**src/rtl/io_out_regs_if.sv**
```systemverilog
`default_nettype none
// ============================================================================
// Module   : io_out_regs_if
// Brief    : LSU store/readback bus between the core and the output registers.
// Revision : 1.0  initial release
// ============================================================================
interface io_out_regs_if;
    logic [31:0] i_addr;
    logic [31:0] i_wdata;
    logic [3:0]  i_be;
    logic        i_we;
    logic [31:0] o_rdata;

    modport master (
        output i_addr,
        output i_wdata,
        output i_be,
        output i_we,
        input  o_rdata
    );

    modport slave (
        input  i_addr,
        input  i_wdata,
        input  i_be,
        input  i_we,
        output o_rdata
    );
endinterface
`default_nettype wire

```
**src/rtl/io_out_regs.sv**
```systemverilog
`default_nettype none
// ============================================================================
// Module   : io_out_regs
// Brief    : Memory-mapped LED, seven-segment and LCD output registers.
//            The LCD port is driven by a SETUP/PULSE/HOLD sequencer.
//            Optional macro IO_HEX_DECODE_EN adds a hex-nibble segment decoder.
// Revision : 1.0  initial release
// ============================================================================
module io_out_regs #(
    parameter int unsigned LCD_PULSE = 4
) (
    input  wire logic        clk,
    input  wire logic        rstn,
    io_out_regs_if.slave     bus,
    output logic [31:0]      o_io_ledr,
    output logic [31:0]      o_io_ledg,
    output logic [6:0]       o_io_hex0,
    output logic [6:0]       o_io_hex1,
    output logic [6:0]       o_io_hex2,
    output logic [6:0]       o_io_hex3,
    output logic [6:0]       o_io_hex4,
    output logic [6:0]       o_io_hex5,
    output logic [6:0]       o_io_hex6,
    output logic [6:0]       o_io_hex7,
    output logic [31:0]      o_io_lcd,
    output logic             o_lcd_busy
);

    localparam logic [31:0] c_addr_ledr     = 32'h0000_7000;
    localparam logic [31:0] c_addr_ledg     = 32'h0000_7010;
    localparam logic [31:0] c_addr_hex_lo   = 32'h0000_7020;
    localparam logic [31:0] c_addr_hex_hi   = 32'h0000_7024;
    localparam logic [31:0] c_addr_lcd_cmd  = 32'h0000_7030;
    localparam logic [31:0] c_addr_lcd_stat = 32'h0000_7034;
    localparam logic [31:0] c_hex_rst       = 32'h7F7F_7F7F;
    localparam logic [7:0]  c_pulse_load    = 8'(LCD_PULSE - 1);
    localparam logic [7:0]  c_edge_load     = 8'd1;

    typedef enum logic [1:0] {
        ST_IDLE  = 2'd0,
        ST_SETUP = 2'd1,
        ST_PULSE = 2'd2,
        ST_HOLD  = 2'd3
    } lcd_state_t;

    lcd_state_t  r_state;
    lcd_state_t  w_state_nxt;
    logic [7:0]  r_cnt;
    logic [7:0]  w_cnt_nxt;

    logic [31:0] r_ledr;
    logic [31:0] r_ledg;
    logic [31:0] r_hex_lo;
    logic [31:0] r_hex_hi;
    logic [9:0]  r_lcd_pins;
    logic        r_lcd_on;
    logic        r_overrun;

    logic [31:0] w_word;
    logic        w_unused_addr;
    logic        w_sel_ledr;
    logic        w_sel_ledg;
    logic        w_sel_hex_lo;
    logic        w_sel_hex_hi;
    logic        w_sel_cmd;
    logic        w_sel_stat;
    logic        w_cmd_wr;
    logic        w_can_accept;
    logic        w_cmd_accept;
    logic        w_overrun_set;
    logic        w_overrun_clr;
    logic        w_lcd_en;
    logic [63:0] w_hex_bytes;
    logic [6:0]  w_seg [8];

    function automatic logic [31:0] f_merge(
        input logic [31:0] old_val,
        input logic [31:0] new_val,
        input logic [3:0]  be
    );
        logic [31:0] w_res;
        w_res = old_val;
        for (int i = 0; i < 4; i++) begin
            if (be[i]) begin
                w_res[8*i +: 8] = new_val[8*i +: 8];
            end
        end
        return w_res;
    endfunction

    // Decode is on the full word address; only the byte offset is dropped.
    assign w_word        = {bus.i_addr[31:2], 2'b00};
    assign w_unused_addr = ^bus.i_addr[1:0];

    assign w_sel_ledr   = (w_word == c_addr_ledr);
    assign w_sel_ledg   = (w_word == c_addr_ledg);
    assign w_sel_hex_lo = (w_word == c_addr_hex_lo);
    assign w_sel_hex_hi = (w_word == c_addr_hex_hi);
    assign w_sel_cmd    = (w_word == c_addr_lcd_cmd);
    assign w_sel_stat   = (w_word == c_addr_lcd_stat);

    // The final HOLD cycle may accept a new command so commands can chain.
    assign w_cmd_wr      = bus.i_we && w_sel_cmd && (bus.i_be[1:0] == 2'b11);
    assign w_can_accept  = (r_state == ST_IDLE) ||
                           ((r_state == ST_HOLD) && (r_cnt == 8'd0));
    assign w_cmd_accept  = w_cmd_wr && w_can_accept;
    assign w_overrun_set = w_cmd_wr && !w_can_accept;
    assign w_overrun_clr = bus.i_we && w_sel_stat && bus.i_wdata[1];

    always_ff @(posedge clk) begin
        if (!rstn) begin
            r_state <= ST_IDLE;
            r_cnt   <= 8'd0;
        end else begin
            r_state <= w_state_nxt;
            r_cnt   <= w_cnt_nxt;
        end
    end

    // The counter only decrements while non-zero, so it never wraps.
    always_comb begin
        w_state_nxt = r_state;
        w_cnt_nxt   = r_cnt;
        case (r_state)
            ST_IDLE: begin
                if (w_cmd_accept) begin
                    w_state_nxt = ST_SETUP;
                    w_cnt_nxt   = c_edge_load;
                end
            end
            ST_SETUP: begin
                if (r_cnt == 8'd0) begin
                    w_state_nxt = ST_PULSE;
                    w_cnt_nxt   = c_pulse_load;
                end else begin
                    w_cnt_nxt   = r_cnt - 8'd1;
                end
            end
            ST_PULSE: begin
                if (r_cnt == 8'd0) begin
                    w_state_nxt = ST_HOLD;
                    w_cnt_nxt   = c_edge_load;
                end else begin
                    w_cnt_nxt   = r_cnt - 8'd1;
                end
            end
            ST_HOLD: begin
                if (w_cmd_accept) begin
                    w_state_nxt = ST_SETUP;
                    w_cnt_nxt   = c_edge_load;
                end else if (r_cnt == 8'd0) begin
                    w_state_nxt = ST_IDLE;
                end else begin
                    w_cnt_nxt   = r_cnt - 8'd1;
                end
            end
            default: begin
                w_state_nxt = ST_IDLE;
                w_cnt_nxt   = 8'd0;
            end
        endcase
    end

    always_ff @(posedge clk) begin
        if (!rstn) begin
            r_ledr     <= 32'd0;
            r_ledg     <= 32'd0;
            r_hex_lo   <= c_hex_rst;
            r_hex_hi   <= c_hex_rst;
            r_lcd_pins <= 10'd0;
            r_lcd_on   <= 1'b0;
            r_overrun  <= 1'b0;
        end else begin
            if (bus.i_we && w_sel_ledr) begin
                r_ledr <= f_merge(r_ledr, bus.i_wdata, bus.i_be);
            end
            if (bus.i_we && w_sel_ledg) begin
                r_ledg <= f_merge(r_ledg, bus.i_wdata, bus.i_be);
            end
            if (bus.i_we && w_sel_hex_lo) begin
                r_hex_lo <= f_merge(r_hex_lo, bus.i_wdata, bus.i_be);
            end
            if (bus.i_we && w_sel_hex_hi) begin
                r_hex_hi <= f_merge(r_hex_hi, bus.i_wdata, bus.i_be);
            end
            if (w_cmd_accept) begin
                r_lcd_pins <= bus.i_wdata[9:0];
            end
            // ON is a direct control bit, independent of the sequencer.
            if (bus.i_we && w_sel_cmd && bus.i_be[3]) begin
                r_lcd_on <= bus.i_wdata[31];
            end
            if (w_overrun_set) begin
                r_overrun <= 1'b1;
            end else if (w_overrun_clr) begin
                r_overrun <= 1'b0;
            end
        end
    end

    assign w_lcd_en   = (r_state == ST_PULSE);
    assign o_lcd_busy = (r_state != ST_IDLE);
    assign o_io_lcd   = {r_lcd_on, 20'd0, w_lcd_en, r_lcd_pins};
    assign o_io_ledr  = r_ledr;
    assign o_io_ledg  = r_ledg;

    assign w_hex_bytes = {r_hex_hi, r_hex_lo};

`ifdef IO_HEX_DECODE_EN
    function automatic logic [6:0] f_seg(input logic [3:0] nib);
        logic [6:0] w_s;
        case (nib)
            4'h0: w_s = 7'h40;
            4'h1: w_s = 7'h79;
            4'h2: w_s = 7'h24;
            4'h3: w_s = 7'h30;
            4'h4: w_s = 7'h19;
            4'h5: w_s = 7'h12;
            4'h6: w_s = 7'h02;
            4'h7: w_s = 7'h78;
            4'h8: w_s = 7'h00;
            4'h9: w_s = 7'h10;
            4'hA: w_s = 7'h08;
            4'hB: w_s = 7'h03;
            4'hC: w_s = 7'h46;
            4'hD: w_s = 7'h21;
            4'hE: w_s = 7'h06;
            default: w_s = 7'h0E;
        endcase
        return w_s;
    endfunction

    for (genvar g = 0; g < 8; g++) begin : g_hex_dec
        assign w_seg[g] = f_seg(w_hex_bytes[8*g +: 4]);
    end
`else
    for (genvar g = 0; g < 8; g++) begin : g_hex_raw
        assign w_seg[g] = w_hex_bytes[8*g +: 7];
    end
`endif

    assign o_io_hex0 = w_seg[0];
    assign o_io_hex1 = w_seg[1];
    assign o_io_hex2 = w_seg[2];
    assign o_io_hex3 = w_seg[3];
    assign o_io_hex4 = w_seg[4];
    assign o_io_hex5 = w_seg[5];
    assign o_io_hex6 = w_seg[6];
    assign o_io_hex7 = w_seg[7];

    always_comb begin
        bus.o_rdata = 32'd0;
        if (w_sel_ledr) begin
            bus.o_rdata = r_ledr;
        end else if (w_sel_ledg) begin
            bus.o_rdata = r_ledg;
        end else if (w_sel_hex_lo) begin
            bus.o_rdata = r_hex_lo;
        end else if (w_sel_hex_hi) begin
            bus.o_rdata = r_hex_hi;
        end else if (w_sel_cmd) begin
            bus.o_rdata = o_io_lcd;
        end else if (w_sel_stat) begin
            bus.o_rdata = {30'd0, r_overrun, o_lcd_busy};
        end
    end

endmodule
`default_nettype wire

```
**src/flat_wrapper.sv**
```systemverilog
// flat-port wrapper written by rule: the top's interface ports become plain ports
module io_out_regs_flat 
#(
    parameter int unsigned LCD_PULSE = 4
)
  (clk, rstn, o_io_ledr, o_io_ledg, o_io_hex0, o_io_hex1, o_io_hex2, o_io_hex3, o_io_hex4, o_io_hex5, o_io_hex6, o_io_hex7, o_io_lcd, o_lcd_busy, bus_i_addr, bus_i_wdata, bus_i_be, bus_i_we, bus_o_rdata);
  io_out_regs_if bus_i ();
  input  wire logic clk;
  input  wire logic rstn;
  output logic [31:0] o_io_ledr;
  output logic [31:0] o_io_ledg;
  output logic [6:0] o_io_hex0;
  output logic [6:0] o_io_hex1;
  output logic [6:0] o_io_hex2;
  output logic [6:0] o_io_hex3;
  output logic [6:0] o_io_hex4;
  output logic [6:0] o_io_hex5;
  output logic [6:0] o_io_hex6;
  output logic [6:0] o_io_hex7;
  output logic [31:0] o_io_lcd;
  output logic o_lcd_busy;
  input wire logic [$bits(bus_i.i_addr)-1:0] bus_i_addr;
  input wire logic [$bits(bus_i.i_wdata)-1:0] bus_i_wdata;
  input wire logic [$bits(bus_i.i_be)-1:0] bus_i_be;
  input wire logic [$bits(bus_i.i_we)-1:0] bus_i_we;
  output wire logic [$bits(bus_i.o_rdata)-1:0] bus_o_rdata;
  assign bus_i.i_addr = bus_i_addr;
  assign bus_i.i_wdata = bus_i_wdata;
  assign bus_i.i_be = bus_i_be;
  assign bus_i.i_we = bus_i_we;
  assign bus_o_rdata = bus_i.o_rdata;
  io_out_regs #(.LCD_PULSE(LCD_PULSE)) u_core (.clk(clk), .rstn(rstn), .bus(bus_i), .o_io_ledr(o_io_ledr), .o_io_ledg(o_io_ledg), .o_io_hex0(o_io_hex0), .o_io_hex1(o_io_hex1), .o_io_hex2(o_io_hex2), .o_io_hex3(o_io_hex3), .o_io_hex4(o_io_hex4), .o_io_hex5(o_io_hex5), .o_io_hex6(o_io_hex6), .o_io_hex7(o_io_hex7), .o_io_lcd(o_io_lcd), .o_lcd_busy(o_lcd_busy));
endmodule
```
**config.mk**
```make
export PLATFORM = sky130hd
export DESIGN_NAME = io_out_regs_flat
export DESIGN_NICKNAME = d
export VERILOG_FILES = /design/src/rtl/io_out_regs_if.sv /design/src/rtl/io_out_regs.sv /design/src/flat_wrapper.sv
export SDC_FILE = /design/constraint.sdc
export NUM_CORES = 1
export LEC_CHECK = 0
export CAP_MARGIN = 20
export CORE_MARGIN = 1
export CORE_UTILIZATION = 47
export CTS_CLUSTER_SIZE = 16
export DETAILED_ROUTE_END_ITERATION = 16
export PLACE_DENSITY = 0.78
export SETUP_SLACK_MARGIN = 0.02
export SLEW_MARGIN = 20
export SYNTH_ARGS = -nofsm -noshare
export SYNTH_HDL_FRONTEND = slang
export SYNTH_SLANG_ARGS = --single-unit
```
**constraint.sdc**
```tcl
create_clock -name clk -period 3.2 [get_ports clk]
set_input_delay 0.48 -clock clk [delete_from_list [all_inputs] [get_ports clk]]
set_output_delay 0.48 -clock clk [all_outputs]
set_load 0.01 [all_outputs]
```
Word level (Yosys, flattened, before mapping)
Index checks and enable logic that the tools add are counted.
{ "word_totals": {"elab_cells": 93, "register_bits": 150, "input_bits": 71, "out_inout_bits": 185} }
{ "op_classes": {"muxes": 20, "add_sub_neg": 1, "reduce_logical": 36, "n_eq_ne": 15} }
{ "ops": {"columns": ["op", "count"], "rows": [
  ["30-bit by 13-bit == test with 1-bit output (second input constant)", 6],
  ["32-bit 2-to-1 mux", 5],
  ["8-bit 2-to-1 mux", 5],
  ["2-bit AND reduction", 17],
  ["8-bit one-hot mux with 4 select lines", 1],
  ["1-bit logical AND", 12],
  ["2-bit 2-to-1 mux", 6],
  ["8-bit zero test", 1],
  ["2-bit one-hot mux with 4 select lines", 1],
  ["8-bit by 1-bit subtractor with 8-bit output (second input constant)", 1],
  ["2-bit == test (second input constant)", 3],
  ["3-bit by 2-bit != test with 1-bit output (second input constant)", 2],
  ["2-bit by 1-bit != test with 1-bit output (second input constant)", 2],
  ["4-bit AND reduction", 1],
  ["2-bit nonzero test", 2],
  ["2-bit by 1-bit == test with 1-bit output (second input constant)", 1],
  ["2-bit zero test", 1],
  ["1-bit 2-to-1 mux", 2],
  ["2-bit != test (second input constant)", 1],
  ["1-bit zero test", 1],
  ["1-bit logical OR", 1]
]} }

Longest topological paths before layout
{ "logic_depth": {"depth_word": 7, "mapped_depth": 9, "mapped_depth_nobuf": 7} }

Least setup slack after synthesis
OpenSTA, ideal clock, no wires.
{ "synth_timing": {"path_kind": "input -> output", "startpoint": "input bus_i_addr[15]", "endpoint": "output bus_o_rdata[12]", "path_stages": 8, "t_arrival_ns": 2.478, "required_ns": 2.720, "slack_ns": 0.242, "cell_sequence": "or4_1 > or2_0 > buf_2 > buf_4 > nor3_4 > buf_2 > a22oi_1 > o2bb2ai_1"} }
{ "synth_between": {"elab_chain_len": 5} }
{ "synth_rtl": {"columns": ["item", "line", "text"], "rows": [
  ["start, declared", "flat_wrapper.sv:22", "input wire logic [$bits(bus_i.i_addr)-1:0] bus_i_addr;"],
  ["30-bit by 13-bit == test with 1-bit output", "io_out_regs.sv:98", "assign w_sel_hex_hi = (w_word == c_addr_hex_hi);"],
  ["32-bit 2-to-1 mux", "io_out_regs.sv:259", "end else if (w_sel_hex_hi) begin"],
  ["32-bit 2-to-1 mux", "io_out_regs.sv:257", "end else if (w_sel_hex_lo) begin"],
  ["32-bit 2-to-1 mux", "io_out_regs.sv:255", "end else if (w_sel_ledg) begin"],
  ["32-bit 2-to-1 mux *", "io_out_regs.sv:253", "if (w_sel_ledr) begin"],
  ["end, declared", "flat_wrapper.sv:26", "output wire logic [$bits(bus_i.o_rdata)-1:0] bus_o_rdata;"]
]} }
Every way passes the cells marked *; elsewhere a longest branch is shown, timed or not.

Final worst setup path
{ "layout_timing": {"startpoint": "input bus_i_addr[31]", "endpoint": "output bus_o_rdata[10]"} }
{ "layout_between": {"elab_chain_len": 6} }
{ "layout_rtl": {"columns": ["item", "line", "text"], "rows": [
  ["30-bit by 13-bit == test with 1-bit output", "io_out_regs.sv:99", "assign w_sel_cmd = (w_word == c_addr_lcd_cmd);"],
  ["32-bit 2-to-1 mux", "io_out_regs.sv:261", "end else if (w_sel_cmd) begin"],
  ["32-bit 2-to-1 mux", "io_out_regs.sv:259", null],
  ["32-bit 2-to-1 mux", "io_out_regs.sv:257", null],
  ["32-bit 2-to-1 mux", "io_out_regs.sv:255", null],
  ["32-bit 2-to-1 mux *", "io_out_regs.sv:253", null]
]} }
Marked as above.

==> run_results.csv <==
group,metric,value,unit
route,routed_wl,24900,um
layout,diodes,0,
synth,async_flop_share,0,%
timing,whs,0.476,ns
cts,cts_max_path_buffers,2,
route,drt-pass1-iter-count,5,
die,core_area,16700,um2
synth,yosysUniqueCellTypes,55,
synth,syn-cell-area,8080,um2
synth,seq_area_frac_synth,37.2,%
route,drc,0,
pwr,p_leak,4.73,nW
cts,htreeDepth,4,
layout,layout.cells.non_filler,1340,
worst_setup_path,cp-end-kind,"primary output",
timing,min_period,3.14,ns
synth,synthCells,886,
grt,grt-ovfl-total,0,
cts,cts_tree,"built",
cts,cts_root_buf,"clkbuf_16",
timing,relSlewSlack,51.4,%
layout,nets,1185,
worst_setup_path,crit_required,2.72,ns
timing,slew_violations,0,
place,place_inst,1296,
pwr,vdd_drop_max,0.000370,V
synth,avgSynthCellArea,9.12,um2
timing,tightest_slew,0.729,ns
timing,fmax,0.319,GHz
timing,finalCritPeriodShare,98.1,%
outcome,status,"completed",
pwr,p_per_area,351,nW/um2
synth,synth-edff-count,0,
cts,insertion_delay,0.43,ns
route,wl_per_cell,18.6,um
worst_setup_path,critical_path_class,"in2out",
die,die_x,133,um
route,viasPerCell,5.46,
cts,cts_made_buffers,17,
grt,grt_pass1_wl,37900,um
timing,grt_setup_unrepaired,"no",
cts,clkTransAtPathRegs,0.06,ns
die,die_h,133,um
place,gp_congestion,0.935,
grt,grt_util_all_layers,27.5,%
worst_setup_path,arrival,2.66,ns
run,maxCapViolations,0,
route,vias,7314,
layout,drive_above_1_share,19.1,%
die,pin_count,256,
grt,grt_pass1_vias,7047,
timing,setup_viol,0,
die,initial_utilization,48.4,%
die,fp.dieArea,17700,um2
worst_setup_path,worst_setup_path_start_kind,"input port",
timing,clock_skew,0.00783,ns
synth,ys_warn_count,0,
place,hpwl,17500,um
cts,cts_sinks,150,
worst_setup_path,path_max_fanout,5,
timing,hold_violations,0,
pwr,finalPower,0.00401,W
die,num_rows,47,
layout,final_util,68.5,%
layout,syn_to_final_growth,41.8,%
place,portBuffers,233,
route,ant_nets,0,
grt,grt_max_degree,74,
grt,antenna_found_initial,0,
synth,synth_top_flop_cell,"dfxtp_1",
cts,ctsHoldBuffers,0,
hold_path,min_path_type,"reg2reg",
synth,synth.ff_latch_count,150,
route,dr.first_iter.drc_count,394,
-- final cells by class --
cell class / count / area (um2)
multi-input cells: 601 / 4510
repair buffers: 315 / 3030
well taps: 220 / 275
flip-flops and latches: 150 / 3000
clock buffers: 18 / 429
inverters: 22 / 82.6
clock inverters: 14 / 118
fillers: 1312 / 5250
-- power by group --
group / leakage, nW / internal (W) / switching (W)
logic: 3.26 / 0.000123 / 0.000152
registers: 1.21 / 0.00187 / 0.000000000000780
clock network: 0.260 / 0.00101 / 0.000862
-- final timing paths --
check / from / endpoint / slack (ns) / cells past startpoint
hold reg to reg: u_core.r_hex_hi[23] / u_core.r_hex_hi[23] / 0.48 / 2
setup / recovery: bus_i_addr[31] / bus_o_rdata[10] / 0.06 / 10
setup reg to reg: u_core.r_cnt[0] / u_core.r_lcd_pins[7] / 0.82 / 8
hold / removal: u_core.r_hex_hi[23] / u_core.r_hex_hi[23] / 0.48 / 2
-- placed cells by master (no fill, tap or decap), types with 20 or more instances in the layout --
master and n:
o21ai_0 29, dfxtp_1 150, inv_1 22, buf_4 63
mux2_2 23, mux2i_1 134, nor2b_1 49, nand2_1 138
a22oi_1 30, clkdlybuf4s50_1 191, buf_2 20, conb_1 20
-- synthesized netlist by cell type (all sizes together) (5+ instances only) --
cell type	n	area, um2
clkbuf	36	135
and3	10	62.6
a22oi	30	225
nand3	8	45.0
o221ai	6	52.6
nand4	10	81.3
a21oi	13	65.1
nor2b	49	307
mux2	23	259
dfxtp	150	3000
buf	96	676
o32a	8	80.1
nor2	15	56.3
and2	5	31.3
o211ai	8	60.1
mux2i	134	1340
nand2	139	522
ha	7	87.6
o21ai	29	145
inv	22	82.6
nor3	11	82.6
o2bb2ai	20	175
nor4	14	154
-- through the flow --
| stage | instance area, um2 | setup TNS, ns | setup WS, ns |
|---|---|---|---|
| floorplan | 8150 | 0 | 0.242 |
| global placement | 10600 | -11.99 | -0.458 |
| detailed placement | 10600 | -13.25 | -0.505 |
| CTS | 11200 | 0 | 0.00530 |
| global route | 11400 | 0 | 0.0181 |
| finish | 11400 | 0 | 0.0611 |
-- worst max-delay path, cell delays in order --
cell and delay, ns:
clkdlybuf4s50_1 0.43, nor4_2 0.33, nand4_1 0.24, buf_6 0.20
nor3_4 0.18, buf_6 0.14, buf_8 0.13, and3_1 0.16
o32a_1 0.13, clkdlybuf4s15_2 0.22
-- flip-flops by register name, indices dropped and copies added (netlist names) --
register and count:
u_core.r_hex_lo 32, u_core.o_io_ledr 32, u_core.r_state 2, u_core.r_lcd_pins 10
u_core.r_overrun 1, u_core.r_lcd_on 1, u_core.o_io_ledg 32, u_core.r_hex_hi 32
u_core.r_cnt 8
-- cell families after synthesis --
kind of cell,count (synthesis),synth area share (%)
compound gates,133,11.8
fa+ha+maj,7,1.08
buf+inv,154,11.1
flops,150,37.2
mux,158,20.1
other cells,1,0.0464
simple gates,283,18.7
-- what timing repair did --
action                                  CTS  global route
pin swaps                                14            10
buffers inserted                          8             3
gates cloned                              1             1
resized for setup                       128            49
endpoints found under the setup margin   32            32
-- routing by layer --
layer	share of wire, %	track usage [%]	vias up
met5	0	0	-
met4	2.7	11.1	0
met3	6.6	6.09	43
met2	48	46.0	277
met1	42	34.2	3517
li1	-	-	3477
Note: power is estimated with default switching activity, not from simulation.
